**src/rtl/adc_seq_pkg.sv**
```systemverilog
// Shared definitions for the ADC chip-select sequencer: FSM encoding,
// default parameter values and the channel-index width helper.
package adc_seq_pkg;

  typedef enum logic [2:0] {
    ST_IDLE  = 3'd0,
    ST_SETUP = 3'd1,
    ST_SHIFT = 3'd2,
    ST_HOLD  = 3'd3,
    ST_OUT   = 3'd4
  } state_e;

  localparam int DEF_CH_NUM  = 5;
  localparam int DEF_DATA_W  = 12;
  localparam int DEF_CLK_DIV = 4;
  localparam int DEF_DEB_CYC = 1000000;

  // A single channel still needs a one-bit index port.
  function automatic int ch_idx_w(input int n);
    return (n > 1) ? $clog2(n) : 1;
  endfunction

endpackage

```
**src/rtl/adc_cs_sequencer_btn_debounce.sv**
```systemverilog
// Push-button conditioner: two-flop synchroniser, DEB_CYC stability filter
// and a one-cycle pulse when the filtered level rises.
module btn_debounce
  import adc_seq_pkg::*;
#(
  parameter int DEB_CYC = DEF_DEB_CYC
) (
  input  logic clk,
  input  logic rst_n,
  input  logic button_i,
  output logic press_o
);

  localparam int               CNT_W   = (DEB_CYC > 1) ? $clog2(DEB_CYC) : 1;
  localparam logic [CNT_W-1:0] CNT_MAX = CNT_W'(DEB_CYC - 1);

  logic             sync1_q, sync2_q;
  logic             level_q, press_q;
  logic [CNT_W-1:0] cnt_q;
  logic             accept;

  // The counter only runs while the synchronised input disagrees with the
  // accepted level, so any single agreeing sample restarts the window.
  assign accept = (sync2_q != level_q) && (cnt_q == CNT_MAX);

  always_ff @(posedge clk or negedge rst_n) begin
    if (!rst_n) begin
      sync1_q <= 1'b0;
      sync2_q <= 1'b0;
      level_q <= 1'b0;
      press_q <= 1'b0;
      cnt_q   <= '0;
    end else begin
      sync1_q <= button_i;
      sync2_q <= sync1_q;
      press_q <= accept && sync2_q;
      if (sync2_q == level_q) begin
        cnt_q <= '0;
      end else if (accept) begin
        level_q <= sync2_q;
        cnt_q   <= '0;
      end else begin
        cnt_q <= cnt_q + 1'b1;
      end
    end
  end

  assign press_o = press_q;

endmodule

```
**src/rtl/adc_cs_sequencer.sv**
```systemverilog
// Scans enabled ADC channels: asserts one chip select, clocks DATA_W bits
// MSB first on sclk, then presents each result on a valid/ready output.
module adc_cs_sequencer
  import adc_seq_pkg::*;
#(
  parameter int CH_NUM  = DEF_CH_NUM,
  parameter int DATA_W  = DEF_DATA_W,
  parameter int CLK_DIV = DEF_CLK_DIV,
  parameter int DEB_CYC = DEF_DEB_CYC
) (
  input  logic                        clk,
  input  logic                        rst_n,
  input  logic                        button_REG,
  input  logic                        start,
  input  logic                        mode_cont,
  input  logic [CH_NUM-1:0]           ch_en,
  input  logic                        sdi,
  output logic [CH_NUM-1:0]           cs_n,
  output logic                        sclk,
  output logic [DATA_W-1:0]           dout,
  output logic [ch_idx_w(CH_NUM)-1:0] dout_ch,
  output logic                        dout_valid,
  input  logic                        dout_ready,
  output logic                        busy
);

  localparam int               CW      = ch_idx_w(CH_NUM);
  localparam int               DIV_W   = (CLK_DIV > 1) ? $clog2(CLK_DIV) : 1;
  localparam int               BIT_W   = $clog2(DATA_W);
  localparam logic [DIV_W-1:0] DIV_MAX = DIV_W'(CLK_DIV - 1);
  localparam logic [BIT_W-1:0] BIT_MAX = BIT_W'(DATA_W - 1);

  state_e              state_q, state_d;
  logic [CW-1:0]       ch_q, ch_d, ch_low, ch_up;
  logic                found_low, found_up;
  logic [DIV_W-1:0]    div_q, div_d;
  logic [BIT_W-1:0]    bit_q, bit_d;
  logic                phase_q, phase_d;
  logic [DATA_W-1:0]   shreg_q, shreg_d, dout_q, dout_d;
  logic [CW-1:0]       dout_ch_q, dout_ch_d;
  logic                dout_valid_q, dout_valid_d;
  logic [CH_NUM-1:0]   cs_n_q, cs_n_d;
  logic                sclk_q, sclk_d;
  logic                press, trigger, handshake, div_end;

  btn_debounce #(
    .DEB_CYC(DEB_CYC)
  ) u_debounce (
    .clk     (clk),
    .rst_n   (rst_n),
    .button_i(button_REG),
    .press_o (press)
  );

  assign trigger   = start || press;
  assign handshake = dout_valid_q && dout_ready;
  assign div_end   = (div_q == DIV_MAX);

  // Descending scan: the last hit is the lowest enabled channel overall and
  // the lowest enabled channel above the current one.
  always_comb begin
    ch_low    = '0;
    ch_up     = '0;
    found_low = 1'b0;
    found_up  = 1'b0;
    for (int i = CH_NUM - 1; i >= 0; i--) begin
      if (ch_en[i]) begin
        ch_low    = CW'(i);
        found_low = 1'b1;
        if (i > int'(ch_q)) begin
          ch_up    = CW'(i);
          found_up = 1'b1;
        end
      end
    end
  end

  always_ff @(posedge clk or negedge rst_n) begin
    if (!rst_n) begin
      state_q      <= ST_IDLE;
      ch_q         <= '0;
      div_q        <= '0;
      bit_q        <= '0;
      phase_q      <= 1'b0;
      shreg_q      <= '0;
      dout_q       <= '0;
      dout_ch_q    <= '0;
      dout_valid_q <= 1'b0;
      cs_n_q       <= '1;
      sclk_q       <= 1'b1;
    end else begin
      state_q      <= state_d;
      ch_q         <= ch_d;
      div_q        <= div_d;
      bit_q        <= bit_d;
      phase_q      <= phase_d;
      shreg_q      <= shreg_d;
      dout_q       <= dout_d;
      dout_ch_q    <= dout_ch_d;
      dout_valid_q <= dout_valid_d;
      cs_n_q       <= cs_n_d;
      sclk_q       <= sclk_d;
    end
  end

  always_comb begin
    state_d      = state_q;
    ch_d         = ch_q;
    div_d        = div_q;
    bit_d        = bit_q;
    phase_d      = phase_q;
    shreg_d      = shreg_q;
    dout_d       = dout_q;
    dout_ch_d    = dout_ch_q;
    dout_valid_d = dout_valid_q;
    unique case (state_q)
      ST_IDLE: begin
        if (trigger && found_low) begin
          state_d = ST_SETUP;
          ch_d    = ch_low;
          div_d   = '0;
        end
      end
      ST_SETUP: begin
        if (div_end) begin
          state_d = ST_SHIFT;
          div_d   = '0;
          bit_d   = '0;
          phase_d = 1'b0;
        end else begin
          div_d = div_q + 1'b1;
        end
      end
      ST_SHIFT: begin
        if (!div_end) begin
          div_d = div_q + 1'b1;
        end else begin
          div_d = '0;
          if (!phase_q) begin
            // sdi is captured on the same edge that raises sclk.
            phase_d = 1'b1;
            shreg_d = {shreg_q[DATA_W-2:0], sdi};
          end else if (bit_q == BIT_MAX) begin
            state_d = ST_HOLD;
          end else begin
            phase_d = 1'b0;
            bit_d   = bit_q + 1'b1;
          end
        end
      end
      ST_HOLD: begin
        if (div_end) begin
          state_d      = ST_OUT;
          div_d        = '0;
          dout_d       = shreg_q;
          dout_ch_d    = ch_q;
          dout_valid_d = 1'b1;
        end else begin
          div_d = div_q + 1'b1;
        end
      end
      ST_OUT: begin
        if (handshake) begin
          dout_valid_d = 1'b0;
          if (found_up) begin
            state_d = ST_SETUP;
            ch_d    = ch_up;
          end else if (found_low && mode_cont) begin
            state_d = ST_SETUP;
            ch_d    = ch_low;
          end else begin
            state_d = ST_IDLE;
          end
        end
      end
      default: state_d = ST_IDLE;
    endcase
  end

  // Select and serial clock are registered from next-state values so the
  // pins are glitch-free and change on the same edge as the state.
  always_comb begin
    cs_n_d = '1;
    sclk_d = 1'b1;
    if (state_d inside {ST_SETUP, ST_SHIFT, ST_HOLD}) begin
      for (int i = 0; i < CH_NUM; i++) begin
        cs_n_d[i] = (CW'(i) != ch_d);
      end
      sclk_d = !((state_d == ST_SHIFT) && !phase_d);
    end
  end

  assign cs_n       = cs_n_q;
  assign sclk       = sclk_q;
  assign dout       = dout_q;
  assign dout_ch    = dout_ch_q;
  assign dout_valid = dout_valid_q;
  assign busy       = (state_q != ST_IDLE);

endmodule
```
**config.mk**
```make
export PLATFORM = sky130hd
export DESIGN_NAME = adc_cs_sequencer
export DESIGN_NICKNAME = d
export VERILOG_FILES = /design/src/rtl/adc_seq_pkg.sv /design/src/rtl/adc_cs_sequencer_btn_debounce.sv /design/src/rtl/adc_cs_sequencer.sv
export SDC_FILE = /design/constraint.sdc
export NUM_CORES = 1
export LEC_CHECK = 0
export CORE_MARGIN = 5
export CORE_UTILIZATION = 60
export CTS_CLUSTER_SIZE = 10
export DETAILED_ROUTE_END_ITERATION = 7
export DONT_BUFFER_PORTS = 1
export PLACE_DENSITY = 0.76
export SYNTH_ARGS = -nofsm -noshare
export SYNTH_HDL_FRONTEND = slang
export SYNTH_SLANG_ARGS = --single-unit
```
**constraint.sdc**
```tcl
create_clock -name clk -period 2.6 [get_ports clk]
set_input_delay 0.52 -clock clk [delete_from_list [all_inputs] [get_ports clk]]
set_output_delay 0.52 -clock clk [all_outputs]
set_load 0.005 [all_outputs]
```
# Yosys cells after proc, flatten, opt, wreduce, memory -nomap -nowiden
# Index checks and enable logic that the tools add are counted.
# W data, S select, Z words.
# word_totals
register_bits	71
input_bits	12
out_inout_bits	23
# op_classes
add_sub_neg	3
n_lt_le_gt_ge	4
n_eq_ne	23
muxes	61
bitwise_logic	2
n_reduce_logical	23
# ops
operator	count
$mux W3	24
$mux W20	2
$mux W1	22
$add A20 B1 Y20 const B	1
$eq A20 B20 Y1 const B	1
$mux W4	4
$pmux W3 S5	1
$ne A2 B2 Y1 const B	7
$eq A3 B2 Y1 const B	4
$reduce_bool A3 Y1	3
$pmux W4 S2	1
$eq A3 B1 Y1 const B	2
$gt A2 B3 Y1 const A	2
$logic_and A1 B1 Y1	6
$ne A2 B3 Y1 const A	2
$pmux W3 S2	1
$reduce_and A2 Y1	3
$reduce_and A3 Y1	2
$reduce_bool A2 Y1	3
$mux W5	1
$reduce_and A5 Y1	1
$add A4 B1 Y4 const B	1
$eq A4 B4 Y1 const B	1
$mux W2	2
16 further kinds	19

# Longest topological paths before layout
# Gate-level depths: netlist of run 1.
# depth
ltp_word	16
ltp_mapped	8
depth_no_buf	7

# Cells and area by module
# Synthesis of run 1 repeated with hierarchy kept, for this count alone.
# hier_totals
cells_unflattened	312
hier_area_um2	3443.3
# by_module_without_submodules
mod	instances	cells_each	area_per_inst_um2
adc_cs_sequencer	1	205	2272.2
btn_debounce	1	107	1171.1

# Worst setup path after synthesis of run 1
# Ideal clock, no wire load.
# synth_timing
kind	input to register
start	input ch_en[1]
end	register cs_n_q[0] (netlist: cs_n[0])
setup_ns	0.088
arrival_ns	2.068
required_ns	2.512
slack_ns	0.443
stages	6
n_path_buf	0
cell_sequence	or4_4 > o22ai_4 > o32ai_1 > a311oi_2 > o21ai_2 > or3b_1
# synth_lines
item	line	source
start, declared	adc_cs_sequencer.sv:16	input logic [CH_NUM-1:0] ch_en,
$mux W1 (2 in series)	adc_cs_sequencer.sv:67	if (ch_en[i]) begin
$logic_and A1 B1 Y1	adc_cs_sequencer.sv:168	end else if (found_low && mode_cont) begin
$mux W3	adc_cs_sequencer.sv:168	
$mux W3	adc_cs_sequencer.sv:165	if (found_up) begin
$mux W3	adc_cs_sequencer.sv:163	if (handshake) begin
$pmux W3 S2 *	adc_cs_sequencer.sv:116	unique case (state_q)
via ch_d[0]	adc_cs_sequencer.sv:34	logic [CW-1:0] ch_q, ch_d, ch_low, ch_up;
$reduce_bool A3 Y1 *	adc_cs_sequencer.sv:187	cs_n_d[i] = (CW'(i) != ch_d);
$mux W5 *	adc_cs_sequencer.sv:185	if (state_d inside {ST_SETUP, ST_SHIFT, ST_HOLD}) begin
via cs_n_d[0]	adc_cs_sequencer.sv:42	logic [CH_NUM-1:0] cs_n_q, cs_n_d;
end signal, assigned	adc_cs_sequencer.sv:101	cs_n_q <= cs_n_d;
end, declared	adc_cs_sequencer.sv:42	
# Mark *: on every way through the listed nets, which the timed path passes. The rest lies on a longest branch.
# A chain may end at the register's enable or synchronous reset.

# Worst setup path after layout of run 1
# layout_timing
start	register state_q[1]
end	register cs_n_q[4] (netlist: cs_n[4])
# layout_lines
item	line	source
start, declared	adc_cs_sequencer.sv:33	state_e state_q, state_d;
start signal, assigned	adc_cs_sequencer.sv:92	state_q <= state_d;
$eq A3 B3 Y1 or $logic_not A3 Y1 (tied branches)	adc_cs_sequencer.sv:116	
$pmux W3 S2 *	adc_cs_sequencer.sv:116	
via ch_d[0]	adc_cs_sequencer.sv:34	
$ne A3 B3 Y1 *	adc_cs_sequencer.sv:187	
$mux W5 *	adc_cs_sequencer.sv:185	
via cs_n_d[4]	adc_cs_sequencer.sv:42	
# Marks and branches as above.

==> results of run 1 <==
## power by group through the flow
stage / logic [mW] / registers [mW] / clock network (mW)
5_1_grt: 0.814 / 1.53 / 1.05
6_report: 0.727 / 1.50 / 0.961
3_5_place_dp: 0.689 / 1.52 / 0
4_1_cts: 0.723 / 1.50 / 0.991
2_1_floorplan: 0.620 / 1.41 / 0
3_3_place_gp: 0.671 / 1.51 / 0
## metal layers
metal,vias to the layer above,GRT usage
met4,0,0.0833
li1,1059,-
met5,-,0
met3,7,0.0750
met1,1078,0.254
met2,52,0.280
## sequential cells by signal, summed over array words and instances, names as in the netlist
signal	flops
u_debounce.sync2_q	1
shreg_q	12
cs_n	5
state_q	3
dout_ch	3
phase_q	1
div_q	2
u_debounce.press_o	1
sclk	1
u_debounce.sync1_q	1
ch_q	3
bit_q	4
dout_valid	1
u_debounce.cnt_q	20
dout	12
u_debounce.level_q	1
## synthesized netlist by cell type (3+ instances only)
library cell,number
a21o_1,3
a21oi_1,4
a22oi_1,3
and3_1,3
clkbuf_1,8
dfrtp_1,65
dfstp_2,6
ha_1,3
inv_1,6
mux2_2,25
nand2_1,22
nand2b_1,5
nand3_1,11
nand3b_1,3
nand4_1,7
nor2_1,40
nor2b_1,3
nor3_1,6
o2111ai_1,3
o21ai_0,6
xnor2_1,6
xor2_1,16
## logic make-up after synthesis
| logic type | Yosys count | share of synthesized area |
|---|---|---|
| AO/OA/AOI/OAI | 41 | 0.0988 |
| XOR/XNOR | 22 | 0.0590 |
| adder cells (fa/ha/maj) | 3 | 0.0115 |
| buffers and inverters | 16 | 0.0188 |
| flip-flops | 71 | 0.546 |
| multiplexers | 27 | 0.0930 |
| AND/OR/NAND/NOR | 115 | 0.173 |
## layout make-up
class	count	area, um^2	area share
Timing Repair Buffer	6	70.1	0.0194
Inverter	6	22.5	0.00623
Sequential cell	71	1780	0.494
Clock buffer	10	128	0.0353
Multi-Input combinational cell	208	1430	0.395
Clock inverter	6	93.8	0.0260
Tap cell	70	87.6	0.0242
## through the flow
stage / std cells / worst slack [ps] / utilization / instance area (um^2)
4_1_cts: 376 / 467 / 0.692 / 3600
3_3_place_gp: 358 / 376 / 0.643 / 3340
6_report: 377 / 434 / 0.694 / 3610
3_5_place_dp: 358 / 306 / 0.643 / 3340
5_1_grt: 377 / 309 / 0.694 / 3610
2_1_floorplan: 295 / 443 / - / 3270
## path summary, 6_finish.rpt
path                                      end  slack, ps  cells past startpoint
min in group clk           u_debounce.sync1_q        210                      0
min reg2reg                u_debounce.sync2_q        350                      0
min                                   ch_q[1]         40                      1
max reg2reg                           cs_n[4]        430                      6
max                                   cs_n[4]        430                      6
max in group asynchronous                sclk       1980                      1
## critical path, stage by stage, from the launching register on
cell	delay (ps)
dfrtp_1	490
nor2_1	370
o221ai_1	220
o211a_1	260
a311oi_2	220
o21ai_2	140
or3_1	380
==> results.sh, run 1 <==
export IMPL_outcome="finished clean"
export IMPL_area_growth_synth_to_final_pct=10.6
export IMPL_die_y_um=83.8
export IMPL_worstSetupPathType="reg -> reg"
export IMPL_grt_pass1_vias=2209
export IMPL_drc_errors=0
export IMPL_synth_top_area_frac=0.498
export IMPL_port_buffers=0
export IMPL_syn_area_um2=3270
export IMPL_grt_util_all_layers=0.192
export IMPL_vias_per_cell=5.82
export IMPL_fin_crit_sh=0.833
export IMPL_synth_area_leader_cell="dfrtp_1"
export IMPL_wl_met2_um=2780
export IMPL_skew_ps=14.2
export IMPL_core_um2=5200
export IMPL_highest_layer="met4"
export IMPL_finalHoldViolCount=0
export IMPL_grt_pass1_wl_um=10700
export IMPL_grt_max_degree=70
export IMPL_postSynth_topFlopCell="dfrtp_1"
export IMPL_io_pins=35
export IMPL_arrival_ps=2420
export IMPL_clk_pin_slew_ps=80
export IMPL_ant_nets=0
export IMPL_root_buffer="clkbuf_8"
export IMPL_power_internal_mw=2.16
export IMPL_yosys_warnings=0
export IMPL_cts_resized=0
export IMPL_synthesis_nets=310
export IMPL_post_route_cells_drive_above_1_share=0.182
export IMPL_fp_row_count=26
export IMPL_gp_congestion=0.941
export IMPL_ys_ff_latch=71
export IMPL_r2r_start="state_q[1]"
export IMPL_yosysUniqueCellTypes=53
export IMPL_hold_buffers=2
export IMPL_dp_hpwl_um=4190
export IMPL_max_freq_mhz=462
export IMPL_overflow=0
export IMPL_power_switching_share=0.320
export IMPL_hold_path_class="in -> async"
export IMPL_synth_enable_flop_cells=0
export IMPL_finalWirelength_um=6090
export IMPL_dieArea_um2=7020
export IMPL_routedWlPerCell_um=16.2
export IMPL_cts_setup_buffers=0
export IMPL_seqPwrFrac=0.470
export IMPL_powerDensity_nw_per_um2=881
export IMPL_htreeDepth=3
export IMPL_seq_area_frac_synth=0.546
export IMPL_cts_tree="done"
export IMPL_rsz0062_at_grt="no"
export IMPL_slew_viol_final=0
export IMPL_fin_crit_ps=2170
export IMPL_layout_commonest_cell="dfrtp_1"
export IMPL_fillers=380
export IMPL_avgSynthCellArea_um2=11.1
export IMPL_cts_buffers=9
export IMPL_synth_area_top_cells="dfrtp_1 (50%), mux2_2 (8.6%), dfstp_2 (4.8%), nor2_1 (4.6%), xor2_1 (4.3%)"
export IMPL_end_kind="flip-flop"
export IMPL_crit_path_start_kind="flip-flop"
export IMPL_clock_latency_ps=340
export IMPL_ys_async_sr_fraction=1.00
export IMPL_required_ps=2860
export IMPL_met3_length_um=427
export IMPL_wl_met1_um=2800
export IMPL_slew_headroom=0.571
export IMPL_numClockSinks=71
export IMPL_hold_ws_ps=43.7
export IMPL_fin_setup_tns_ps=0
export IMPL_syn_inst=295
export IMPL_drt_initial_drc_count=163
export IMPL_firstDrtPassIters=4
export IMPL_worstMarginPinSlew_ps=642
export IMPL_vdd_drop_max_uv=561
export IMPL_num_antenna_cells=0
export IMPL_power_frac_comb=0.228
export IMPL_start_util=0.628
export IMPL_p_total_mw=3.18
export IMPL_clockBufferDepth=2
export IMPL_cap_violations=0
export IMPL_setup_viol=0
export IMPL_cp_max_fo=11
export IMPL_p_leak_nw=1.64
export IMPL_antenna_found_initial=0
export IMPL_most_common_layout_cells="dfrtp_1 (65), nor2_1 (40), mux2_2 (25)"
export IMPL_power_frac_clock=0.302
export IMPL_switchingPower_mw=1.02
export IMPL_via_count=2196
export IMPL_die_w_um=83.8
export IMPL_final_nets=317
export IMPL_cp_startpoint="state_q[1]"
Note: power is estimated with default switching activity, not from simulation.
==> inputs of run 2 (changes only) <==
- clock period: 2.6 -> 2.3 ns (I/O delays scaled with it)
==> run 2 against run 1 <==
Sequential share of layout area up 0.051 points. Non-clock buffer count up 2. Fmax about the same. Core utilization down 0.072 points. Register-to-register slack worse by 300 ps. Cell count up 0.53%. Largest cell class unchanged. Global-route usage fell by 0.42 points. Total power grew 11%. Clock skew is 6.1 ps lower. First-iteration DRC count fell by 28%. Clock-buffer cell count did not move.
==> results.sh, run 2 (synthesis results as in run 1) <==
export IMPL_outcome="finished clean"
export IMPL_io_pins=35
export IMPL_power_internal_mw=2.37
export IMPL_fin_crit_sh=0.941
export IMPL_power_switching_share=0.327
export IMPL_grt_pass1_vias=2159
export IMPL_grt_max_degree=72
export IMPL_num_antenna_cells=0
export IMPL_firstDrtPassIters=4
export IMPL_max_freq_mhz=462
export IMPL_cts_buffers=9
export IMPL_largest_reg_flops=20
export IMPL_worstSetupPathType="reg -> reg"
export IMPL_clockBufferDepth=2
export IMPL_grt_util_all_layers=0.188
export IMPL_switchingPower_mw=1.15
export IMPL_drt_initial_drc_count=118
export IMPL_required_ps=2550
export IMPL_skew_ps=8.09
export IMPL_most_common_layout_cells="dfrtp_1 (65), nor2_1 (40), mux2_2 (25)"
export IMPL_antenna_found_initial=0
export IMPL_gp_congestion=0.941
export IMPL_drc_errors=0
export IMPL_overflow=0
export IMPL_routedWlPerCell_um=15.6
export IMPL_crit_path_start_kind="flip-flop"
export IMPL_seqPwrFrac=0.476
export IMPL_via_count=2195
export IMPL_port_buffers=0
export IMPL_finalWirelength_um=5930
export IMPL_clk_pin_slew_ps=80
export IMPL_cp_max_fo=11
export IMPL_worstMarginPinSlew_ps=518
export IMPL_cts_tree="done"
export IMPL_post_route_cells_drive_above_1_share=0.194
export IMPL_utilization=0.694
export IMPL_slew_viol_final=0
export IMPL_htreeDepth=3
export IMPL_end_kind="flip-flop"
export IMPL_fp_row_count=26
export IMPL_final_nets=319
export IMPL_rsz0062_at_grt="no"
export IMPL_p_total_mw=3.53
export IMPL_p_leak_nw=1.64
export IMPL_fin_crit_ps=2160
export IMPL_setup_viol=0
export IMPL_regMostFlops="u_debounce.cnt_q"
export IMPL_ant_nets=0
export IMPL_vdd_drop_max_uv=492
export IMPL_clock_latency_ps=330
export IMPL_dieArea_um2=7020
export IMPL_core_um2=5200
export IMPL_cap_violations=0
export IMPL_fin_setup_tns_ps=0
export IMPL_vias_per_cell=5.79
export IMPL_slew_headroom=0.650
export IMPL_dp_hpwl_um=4090
export IMPL_finalHoldViolCount=0
export IMPL_layout_commonest_cell="dfrtp_1"
export IMPL_power_frac_clock=0.286
export IMPL_die_y_um=83.8
export IMPL_hold_path_class="in -> reg"
export IMPL_setup_ws_ps=135
export IMPL_grt_pass1_wl_um=10600
export IMPL_root_buffer="clkbuf_8"
export IMPL_power_frac_comb=0.238
export IMPL_arrival_ps=2420
export IMPL_die_w_um=83.8
export IMPL_start_util=0.628
export IMPL_numClockSinks=71
export IMPL_dpl_worst_slack_ps=66.3
export IMPL_area_growth_synth_to_final_pct=10.5
export IMPL_powerDensity_nw_per_um2=977
[run 2: power by group through the flow]
stage	Combinational [mW]	Clock (mW)	Sequential, mW
finish	0.839	1.01	1.68
detailed placement	0.800	0	1.71
floorplan	0.701	0	1.59
global placement	0.783	0	1.70
global route	0.951	1.10	1.71
CTS	0.836	1.03	1.68
[run 2: stage by stage]
step,hold WS [ps],area [um^2],instances
after floorplan,164,3270,295
after global placement,167,3370,361
after detailed placement,167,3370,361
after CTS,6.16,3600,378
after global routing,126,3610,379
final,155,3610,379
[run 2: area by class of cell]
class,instances,area (um^2)
well taps,70,87.6
inverters,6,22.5
fillers,372,1600
multi-input cells,208,1430
clock buffers,10,138
clock inverters,6,67.6
repair buffers,8,82.6
flip-flops and latches,71,1780
[run 2: critical path, cell delays in order (launching register included)]
cell      delay, ps
dfrtp_1         500
nor2_1          310
o221ai_1        230
o211a_1         270
a311oi_2        250
o21ai_2         140
or3_1           390
[run 2: final timing paths]
kind | start | end | slack (ps) | cells past startpoint
max | state_q[1] | cs_n[4] | 140 | 6
min | button_REG | u_debounce.sync1_q | 160 | 0
max reg2reg | state_q[1] | cs_n[4] | 140 | 6
min reg2reg | u_debounce.sync1_q | u_debounce.sync2_q | 350 | 0
max in group asynchronous | rst_n | sclk | 1320 | 2
min in group asynchronous | rst_n | u_debounce.cnt_q[4] | 650 | 2
[run 2: timing repair]
| action | 4_1_cts | 5_1_grt |
|---|---|---|
| endpoints found under the hold margin | 71 | 5 |
| hold buffers | 1 | 1 |
| gates resized for setup | 0 | 0 |
| buffers inserted | 0 | 0 |
| setup endpoints to repair | 0 | 0 |
[run 2: per-layer routing]
layer | routed length, um | GRT usage | part of all wire | up-vias
met4 | 54 | 0.0599 | 0.0091 | 0
met3 | 427 | 0.0731 | 0.072 | 7
met5 | 0 | 0 | 0 | -
met1 | 2860 | 0.273 | 0.48 | 1050
met2 | 2590 | 0.257 | 0.44 | 73
li1 | - | - | - | 1065
==> inputs of run 3 (changes only) <==
- SYNTH_HIERARCHICAL: default -> 1
==> run 3 against run 2 <==
Fmax fell by 3.9%. Non-clock buffer count rose by 15. Synthesized cell count rose by 5.8%. Highest routed layer unchanged. Register-to-register slack got worse by 90 ps. Largest power group unchanged. Critical path depth did not move. Critical path type unchanged. Die area rose by 4.7%.
==> results.sh, run 3 <==
export IMPL_synth_common_cells="dfrtp_1 (65), mux2_2 (26), nor2_1 (26)"
export IMPL_ff2ff_setup_slack_ps=50
export IMPL_layout_commonest_cell="dfrtp_1"
export IMPL_ant_nets=0
export IMPL_synth_most_common_cell="dfrtp_1"
export IMPL_root_buffer="clkbuf_8"
export IMPL_drt_initial_drc_count=126
export IMPL_synthMuxAreaShare=0.0923
export IMPL_routedWlPerCell_um=16.1
export IMPL_dp_hpwl_um=4650
export IMPL_regMostFlops="u_debounce/cnt_q"
export IMPL_die_w_um=85.8
export IMPL_synth_area_top_cells="dfrtp_1 (47%), mux2_2 (8.5%), dfstp_2 (4.6%), nor2_1 (2.8%), nand2_1 (2.6%)"
export IMPL_ys_ff_latch=71
export IMPL_outcome="finished clean"
export IMPL_syn_inst=312
export IMPL_grt_util_all_layers=0.199
export IMPL_drc_errors=0
export IMPL_r2r_start="ch_q[2]"
export IMPL_yosys_area_share_simple=0.186
export IMPL_grt_pass1_vias=2478
export IMPL_rr_worst_depth=6
export IMPL_num_antenna_cells=0
export IMPL_finalHoldViolCount=0
export IMPL_yosys_warnings=6
export IMPL_r2r_end="cs_n[0]"
export IMPL_rsz0062_at_grt="yes"
export IMPL_grt_max_degree=72
export IMPL_largest_reg_flops=20
export IMPL_ys_async_sr_fraction=1.00
export IMPL_firstDrtPassIters=4
export IMPL_avgSynthCellArea_um2=11.0
export IMPL_dieArea_um2=7350
export IMPL_start_util=0.621
export IMPL_worstSetupPathType="reg -> reg"
export IMPL_cts_buffers=9
export IMPL_overflow=0
export IMPL_hold_path_class="in -> reg"
export IMPL_slew_headroom=0.737
export IMPL_hold_depth=0
export IMPL_seq_area_frac_synth=0.518
export IMPL_whs_endpoint="u_debounce/sync1_q"
export IMPL_gp_congestion=0.941
export IMPL_powerDensity_nw_per_um2=976
export IMPL_synth_xor_area_frac=0.0382
export IMPL_area_growth_synth_to_final_pct=13.9
export IMPL_cap_violations=0
export IMPL_skew_ps=6.69
export IMPL_synth_top_area_frac=0.472
export IMPL_final_cells=415
export IMPL_via_count=2505
export IMPL_clockBufferDepth=2
export IMPL_clock_latency_ps=350
export IMPL_worstMarginPinSlew_ps=395
export IMPL_core_um2=5540
export IMPL_clk_pin_slew_ps=80
export IMPL_syn_area_um2=3440
export IMPL_io_pins=35
export IMPL_cp_startpoint="ch_q[2]"
export IMPL_most_common_layout_cells="dfrtp_1 (65), mux2_2 (26), nor2_1 (25)"
export IMPL_p_leak_nw=1.74
export IMPL_numPlacedInstances=395
export IMPL_fin_crit_ps=2250
export IMPL_fin_crit_sh=0.980
export IMPL_vias_per_cell=6.04
export IMPL_synth_area_leader_cell="dfrtp_1"
export IMPL_port_buffers=0
export IMPL_post_route_cells_drive_above_1_share=0.262
export IMPL_setup_viol=0
export IMPL_synth_enable_flop_cells=0
export IMPL_yosysUniqueCellTypes=58
export IMPL_antenna_found_initial=0
export IMPL_vdd_drop_max_uv=548
export IMPL_numClockSinks=71
export IMPL_postSynth_topFlopCell="dfrtp_1"
export IMPL_htreeDepth=3
export IMPL_crit_path_start_kind="flip-flop"
export IMPL_utilization=0.708
export IMPL_synth_top_family_by_area="simple AND/OR/NAND/NOR gates"
export IMPL_hp_start="button_REG"
export IMPL_required_ps=2570
export IMPL_slew_viol_final=0
export IMPL_synth_compound_area_share=0.129
export IMPL_end_kind="flip-flop"
export IMPL_fp_row_count=27
export IMPL_final_nets=353
export IMPL_max_freq_mhz=444
export IMPL_hold_ws_ps=137
export IMPL_arrival_ps=2520
export IMPL_grt_pass1_wl_um=11500
export IMPL_cp_max_fo=4
export IMPL_synthesis_nets=327
export IMPL_finalWirelength_um=6670
export IMPL_fin_setup_tns_ps=0
export IMPL_synthAdderAreaFrac=0.0109
export IMPL_die_y_um=85.8
export IMPL_cts_tree="done"
[run 3: changes by cell type after synthesis, sizes merged, moves of 3 or more]
cell,previous run,this run
or4,1,9
o31ai,0,3
nand2,22,25
nor2,40,26
a21oi,4,17
inv,6,12
o21ai,8,15
nor4,2,5
and3,3,6
a22oi,3,0
xor2,16,7
o2111ai,3,0
[run 3: how the worst max path moves through the flow]
| stage | endpoint | cells after the start |
|---|---|---|
| global route | cs_n[0] | 6 |
| CTS | cs_n[4] | 5 |
| detailed placement | cs_n[2] | 6 |
| finish | cs_n[0] | 6 |
| global placement | cs_n[2] | 6 |
| floorplan | cs_n[4] | 6 |
[run 3: cell type report]
| cell class | count | area [um^2] |
|---|---|---|
| clock buffers | 9 | 124 |
| inverters | 12 | 45.0 |
| clock inverters | 7 | 87.6 |
| well taps | 72 | 90.1 |
| flip-flops and latches | 71 | 1780 |
| multi-input cells | 221 | 1600 |
| repair buffers | 23 | 195 |
| fillers | 387 | 1620 |
[run 3: metrics by stage]
step                      power [mW]  cell area (um^2)  setup WS (ps)
after global placement          2.67              3640          -47.1
after floorplan                 2.38              3450          -8.28
after global routing            4.08              3920          -25.1
after detailed placement        2.70              3640          -73.0
after CTS                       3.82              3910           8.21
final                           3.83              3920           46.8
[run 3: power by group]
part,internal [mW],switching (mW),total (mW)
logic,0.510,0.612,1.12
clock network,0.527,0.527,1.05
registers,1.48,0.172,1.65
[run 3: logic make-up after synthesis]
logic type	count (synthesis)
XOR/XNOR	15
flip-flops	71
adder cells (fa/ha/maj)	3
buffers and inverters	20
multiplexers	28
AND/OR/NAND/NOR	115
AO/OA/AOI/OAI	60
[run 3: timing repair]
action,4_1_cts,5_1_grt
setup endpoints to repair,2,3
pin swaps,1,6
hold buffers,2,0
gates resized for setup,1,4
buffers inserted,2,0
endpoints found under the hold margin,71,0
[run 3: metal layers]
layer	track usage	vias to the layer above	share of wire
met4	0.0935	0	0.018
met5	0	-	0
met2	0.306	57	0.48
li1	-	1191	-
met1	0.270	1243	0.45
met3	0.0413	14	0.049
[run 3: critical path, stage by stage (launching register included)]
cell	delay (ps)
dfrtp_1	390
or4b_4	560
and3_4	170
a221oi_2	270
a221o_1	210
inv_2	60
or4_1	510
